===== src/rtl/mem_arbiter.sv =====
// rtl/mem_arbiter.sv - IFU/LSU arbiter onto one combinational memory port
module mem_arbiter #(
    parameter int STARVE_LIMIT = 4
) (
    input  logic        clk,
    input  logic        reset,
    input  logic        if_req_valid,
    output logic        if_req_ready,
    input  logic [63:0] if_addr,
    output logic        if_resp_valid,
    input  logic        if_resp_ready,
    output logic [63:0] if_rdata,
    input  logic        ls_req_valid,
    output logic        ls_req_ready,
    input  logic [63:0] ls_addr,
    input  logic        ls_we,
    input  logic [63:0] ls_wdata,
    input  logic [7:0]  ls_wmask,
    output logic        ls_resp_valid,
    input  logic        ls_resp_ready,
    output logic [63:0] ls_rdata,
    output logic [63:0] mem_addr,
    output logic        mem_ce,
    output logic        mem_we,
    output logic [63:0] mem_wdata,
    output logic [7:0]  mem_wmask,
    input  logic [63:0] mem_rdata
);

    localparam logic [1:0] ST_IDLE    = 2'd0;
    localparam logic [1:0] ST_ACCESS  = 2'd1;
    localparam logic [1:0] ST_RESP_IF = 2'd2;
    localparam logic [1:0] ST_RESP_LS = 2'd3;

    logic [1:0]  r_state;
    logic [3:0]  r_starve;
    logic        r_rst_d;
    logic        r_owner_ls;
    logic [63:0] r_addr;
    logic        r_we;
    logic [63:0] r_wdata;
    logic [7:0]  r_wmask;
    logic [63:0] r_rdata;

    logic w_out_en;
    logic w_idle;
    logic w_access;
    logic w_starved;
    logic w_grant_if;
    logic w_grant_ls;
    logic w_if_hs;
    logic w_ls_hs;

    // Outputs stay quiet while reset is high and for one cycle after it drops.
    assign w_out_en   = !reset && !r_rst_d;
    assign w_idle     = (r_state == ST_IDLE) && w_out_en;
    assign w_access   = (r_state == ST_ACCESS) && w_out_en;
    assign w_starved  = (r_starve == 4'(STARVE_LIMIT));
    assign w_grant_if = if_req_valid && (!ls_req_valid || w_starved);
    assign w_grant_ls = ls_req_valid && !w_grant_if;

    assign if_req_ready = w_idle && w_grant_if;
    assign ls_req_ready = w_idle && w_grant_ls;
    assign w_if_hs      = if_req_valid && if_req_ready;
    assign w_ls_hs      = ls_req_valid && ls_req_ready;

    assign mem_ce    = w_access;
    assign mem_addr  = w_access ? r_addr  : '0;
    assign mem_we    = w_access ? r_we    : 1'b0;
    assign mem_wdata = w_access ? r_wdata : '0;
    assign mem_wmask = w_access ? r_wmask : '0;

    assign if_resp_valid = (r_state == ST_RESP_IF) && w_out_en;
    assign ls_resp_valid = (r_state == ST_RESP_LS) && w_out_en;
    assign if_rdata      = if_resp_valid ? r_rdata : '0;
    assign ls_rdata      = ls_resp_valid ? r_rdata : '0;

    always_ff @(posedge clk) begin
        r_rst_d <= reset;
        if (reset) begin
            r_state    <= ST_IDLE;
            r_starve   <= '0;
            r_owner_ls <= 1'b0;
            r_addr     <= '0;
            r_we       <= 1'b0;
            r_wdata    <= '0;
            r_wmask    <= '0;
            r_rdata    <= '0;
        end else begin
            case (r_state)
                ST_IDLE: begin
                    if (w_if_hs) begin
                        r_addr     <= if_addr;
                        r_we       <= 1'b0;
                        r_wdata    <= '0;
                        r_wmask    <= '0;
                        r_owner_ls <= 1'b0;
                        r_starve   <= '0;
                        r_state    <= ST_ACCESS;
                    end else if (w_ls_hs) begin
                        r_addr     <= ls_addr;
                        r_we       <= ls_we;
                        r_wdata    <= ls_wdata;
                        r_wmask    <= ls_wmask;
                        r_owner_ls <= 1'b1;
                        r_state    <= ST_ACCESS;
                        if (!if_req_valid)
                            r_starve <= '0;
                        else if (!w_starved)
                            r_starve <= r_starve + 4'd1;
                    end else if (!if_req_valid) begin
                        r_starve <= '0;
                    end
                end
                ST_ACCESS: begin
                    r_rdata <= r_we ? '0 : mem_rdata;
                    r_state <= r_owner_ls ? ST_RESP_LS : ST_RESP_IF;
                end
                ST_RESP_IF: begin
                    if (if_resp_valid && if_resp_ready)
                        r_state <= ST_IDLE;
                end
                ST_RESP_LS: begin
                    if (ls_resp_valid && ls_resp_ready)
                        r_state <= ST_IDLE;
                end
                default: r_state <= ST_IDLE;
            endcase
        end
    end

endmodule

===== config.mk =====
export PLATFORM = sky130hd
export DESIGN_NAME = mem_arbiter
export DESIGN_NICKNAME = d
export VERILOG_FILES = /design/src/rtl/mem_arbiter.sv
export SDC_FILE = /design/constraint.sdc
export NUM_CORES = 1
export LEC_CHECK = 0
export CAP_MARGIN = 20
export CORE_AREA = 2 2 209 211
export CTS_CLUSTER_SIZE = 16
export DETAILED_ROUTE_END_ITERATION = 8
export DIE_AREA = 0 0 211 213
export PLACE_DENSITY = 0.54
export SLEW_MARGIN = 20
export SYNTH_ARGS = -nofsm -noshare
export SYNTH_HDL_FRONTEND = slang
export SYNTH_SLANG_ARGS = --single-unit

===== constraint.sdc =====
create_clock -name clk -period 4.7 [get_ports clk]
set_clock_uncertainty 0.05 [all_clocks]
set_input_delay 1.41 -clock clk [delete_from_list [all_inputs] [get_ports clk]]
set_output_delay 1.41 -clock clk [all_outputs]
set_load 0.02 [all_outputs]

### After elaboration in Yosys (flattened, before gate mapping)

Cells that the tools add are included.

* $add $sub $neg: 1
* equality and inequality tests: 9
* mux-type cells: 28
* reduce and logical (&&, ||, !) cells: 23

Operator list (number)
* 2-to-1 mux 64 bit: 9
* 2-to-1 mux 8 bit: 3
* 2-to-1 mux 4 bit: 5
* logical AND 1 bit: 13
* 2-to-1 mux 2 bit: 4
* one-hot mux 2 bit (4 select lines): 1
* 2-to-1 mux 1 bit: 6
* AND reduction 3 bit: 2
* adder 4 x 1 -> 4 bit (second input constant): 1
* == test 2 bit (second input constant): 2
* == test 4 x 3 -> 1 bit (second input constant): 1
* zero test 1 bit: 4
* inequality test 2 x 1 -> 1 bit (second input constant): 2
* inequality test 3 x 1 -> 1 bit (second input constant): 1
* inequality test 3 x 2 -> 1 bit (second input constant): 1
* inequality test 3 bit (second input constant): 1
* == test 2 x 1 -> 1 bit (second input constant): 1
* zero test 2 bit: 1
* AND reduction 2 bit: 1
* nonzero test 2 bit: 1
* logical OR 1 bit: 1

* register bits after elaboration: 209
* input port bits: 271
* output and inout port bits: 270
* word-level logic and storage cells: 70

### Depth between registers and ports, before layout

* depth after elaboration: 10
* gate-level depth with buffers: 9
* gate-level depth less buffers: 7

### Least setup slack after synthesis

Ideal clock, no wire load.

* path type: input port to output port
* start: input port reset
* end: output port ls_req_ready
* data arrival time: 2432 ps
* required time: 3240 ps
* path slack: 808 ps
* stages: 4
* path buffers: 1
* cells stage by stage: nor4_1 o211ai_1 inv_1 clkbuf_1

* cells in the longest elaborated chain, start to end: 4

Ends and longest elaborated chain
* start, declared: RTL line 6 `input logic reset,`
* zero test 1 bit: RTL line 55 `assign w_out_en = !reset && !r_rst_d;`
* logical AND 1 bit: RTL line 55
* logical AND 1 bit: RTL line 56 `assign w_idle = (r_state == ST_IDLE) && w_out_en;`
* logical AND 1 bit: RTL line 63 `assign ls_req_ready = w_idle && w_grant_ls;`
* end, declared: RTL line 14 `output logic ls_req_ready,`

Every way passes these cells.

### Final worst setup path

* start: input port reset
* end: output port if_req_ready

* cells in the longest elaborated chain, start to end: 4

Ends and longest elaborated chain
* zero test 1 bit: RTL line 55
* logical AND 1 bit: RTL line 55
* logical AND 1 bit: RTL line 56
* logical AND 1 bit: RTL line 62 `assign if_req_ready = w_idle && w_grant_if;`
* end, declared: RTL line 8 `output logic if_req_ready,`

Every way passes these cells.

==> impl_metrics.json <==
{
  "status": "finished clean",
  "insertion_delay_ns": 0.54,
  "worstPathRequired_ns": 3.24,
  "synth_compound_area_share_pct": 21.5,
  "cpPeakStageDelay_ns": 0.62,
  "final_common_cell": "clkdlybuf4s50_1",
  "stdcell_area_sq_um": 16700,
  "cts_made_buffers": 27,
  "cts_resized": 0,
  "use_met1_pct": 19.0,
  "finalNetCount": 1908,
  "cp_cell_sequence": "buf_6 -> or4_4 -> a211o_2 -> inv_2 -> clkdlybuf4s50_1",
  "drv_slew": 0,
  "fin_crit_ns": 4.53,
  "use_met3_pct": 5.97,
  "max_freq_mhz": 221,
  "seqPwrFrac_pct": 41.9,
  "hold_violations": 0,
  "antenna_found_initial": 2,
  "ys_async_sr_fraction_pct": 0,
  "crit_arrival_ns": 3.07,
  "gr-usage-met2_pct": 27.2,
  "die_h_um": 213,
  "grt_pass1_vias": 9654,
  "cts_root_buffer": "clkbuf_16",
  "setup_viol": 0,
  "worst_slew_pin_slew_ns": 0.814,
  "synth_area_per_cell_sq_um": 8.56,
  "worstSetupPathType": "primary input to output pin",
  "syn_to_final_growth_pct": 69.5,
  "dr.pass1.iters": 4,
  "most-common-layout-cells": "539 x clkdlybuf4s50_1, 266 x and2_1, 208 x dfxtp_1, 131 x nor2_1, 131 x a21oi_1",
  "rows": 76,
  "ys_seq_area_share_pct": 42.5,
  "via_per_inst": 4.49,
  "ir_drop_mv": 0.245,
  "powerDensity_nw_per_um2": 275,
  "cpMaxStageDelayCell": "clkdlybuf4s50_1",
  "synth_nets": 1424,
  "wl_per_cell_um": 17.5,
  "dieArea_sq_um": 44900,
  "period_share_pct": 96.4,
  "vias": 9898,
  "h-tree-depth": 1,
  "core_sq_um": 42700,
  "leakage_uw": 0.00598,
  "cts_setup_buffers": 0,
  "drive_gt1_share_pct": 7.91,
  "ios": 541,
  "synth-adder-area-share_pct": 0.254,
  "cts_hold_buf": 0,
  "antenna_left": 0,
  "clockBufferDepth": 3,
  "synth_area_sq_um": 9850,
  "dpl.hpwl_um": 27700,
  "yosys.area_share.simple_pct": 30.3,
  "post_synth_num_cell_types": 37,
  "routed_wl_um": 38600,
  "synth_ff_type": "dfxtp_1",
  "p_sw_share_pct": 23.7,
  "grt_pass1_wl_um": 57100,
  "grt_max_degree": 135,
  "whs_ns": 0.412,
  "dp.cells": 2152,
  "comb_power_share_pct": 11.9,
  "initial_utilization_pct": 23.1,
  "yosysWarningCount": 0,
  "fin_cells": 2203,
  "synth_xor_xnor_area_share_pct": 0,
  "pwr-share-clk_pct": 46.2,
  "start_kind": "primary input",
  "synthCells": 1151,
  "drc": 0,
  "hold_path_class": "flip-flop to flip-flop",
  "maxSlewHeadroom_pct": 45.8,
  "clkSlewWorstSetupHoldPaths_ns": 0.06,
  "cts_tree": "yes",
  "die_w_um": 211,
  "setup_tns_ns": 0,
  "grt-ovfl-total": 0,
  "grt_usage_pct": 16.2,
  "grt_most_used_layer": "met2",
  "io_buffers": 540,
  "ys_ff_latch": 209,
  "rsz0062_at_grt": "false",
  "cap_violations": 0,
  "muxShareOfSynthArea_pct": 0,
  "path_max_fanout": 8,
  "p_int_uw": 3500,
  "drt_iter0_drc": 385,
  "end_kind": "output pin",
  "p_sw_uw": 1090,
  "synth_edf_count": 0,
  "synth_top_family_by_area": "simple AND/OR/NAND/NOR gates",
  "p_total_uw": 4590,
  "gp_congestion": 0.797,
  "place_area_sq_um": 15800,
  "clock_sink_count": 209
}
## critical path: cells and delay by family
kind	cells	cell delay [ns]
buf+inv	3	0.82
simple gates	1	0.45
compound gates	1	0.39
## stage by stage
| stage | worst slack (ns) | utilization [%] |
|---|---|---|
| final | 0.167 | 39.1 |
| after CTS | 0.106 | 39.1 |
| after detailed placement | 0.118 | 36.9 |
| after global routing | 0.0498 | 39.1 |
| after global placement | 0.0995 | 36.9 |
| after floorplan | 0.808 | - |
## cell type report
cell class | count | area (sq um)
multi-input cells | 826 | 5170
clock buffers | 39 | 781
repair buffers | 565 | 5710
fillers | 4364 | 26000
diodes | 1 | 2.50
inverters | 6 | 22.5
well taps | 546 | 683
clock inverters | 11 | 138
flip-flops and latches | 209 | 4190
## kinds of logic (layout without fill, tap and decap cells)
family | Yosys count | count (layout)
buffers and inverters | 116 | 621
AND/OR/NAND/NOR | 544 | 544
AO/OA/AOI/OAI | 280 | 280
other | 0 | 1
adder cells (fa/ha/maj) | 2 | 2
flip-flops | 209 | 209
## power by group through the flow
stage / Sequential [uW] / Clock (uW) / Combinational (uW)
after floorplan: 1930 / 0 / 256
after global placement: 1960 / 0 / 544
after detailed placement: 1960 / 0 / 552
after CTS: 1920 / 2200 / 554
final: 1920 / 2120 / 548
after global routing: 1930 / 2270 / 596
## synthesized netlist by cell type (all sizes together) (2+ instances only)
cell / count / share of area [%]
o211ai: 2 / 0.15
nand2: 68 / 2.6
nand3: 2 / 0.10
clkbuf: 75 / 2.9
dfxtp: 209 / 42
inv: 6 / 0.23
ha: 2 / 0.25
a22o: 73 / 6.5
buf: 35 / 2.4
nand2b: 2 / 0.13
nor2: 134 / 5.1
and2: 266 / 17
a21oi: 131 / 6.7
nor3b: 65 / 5.0
a211oi: 65 / 7.5
## final timing paths
path                    from            to  slack, ns  depth (start not counted)
hold / removal    r_owner_ls    r_owner_ls       0.41                          2
hold reg to reg   r_owner_ls    r_owner_ls       0.41                          2
setup reg to reg  r_state[0]    r_addr[11]       1.98                          6
setup / recovery       reset  if_req_ready       0.17                          5
## routing by layer
layer	wire length [um]	vias to the layer above
li1	-	4861
met1	15700	4592
met2	18200	376
met3	3410	65
met4	1250	4
met5	33	-
## flip-flops by register name, summed over array words and instances (netlist names)
signal and count:
r_rdata 64, r_starve 4, r_owner_ls 1, r_we 1, r_wdata 64, r_rst_d 1, r_wmask 8, r_state 2
r_addr 64
No activity file was read; power rests on OpenSTA's default activity.
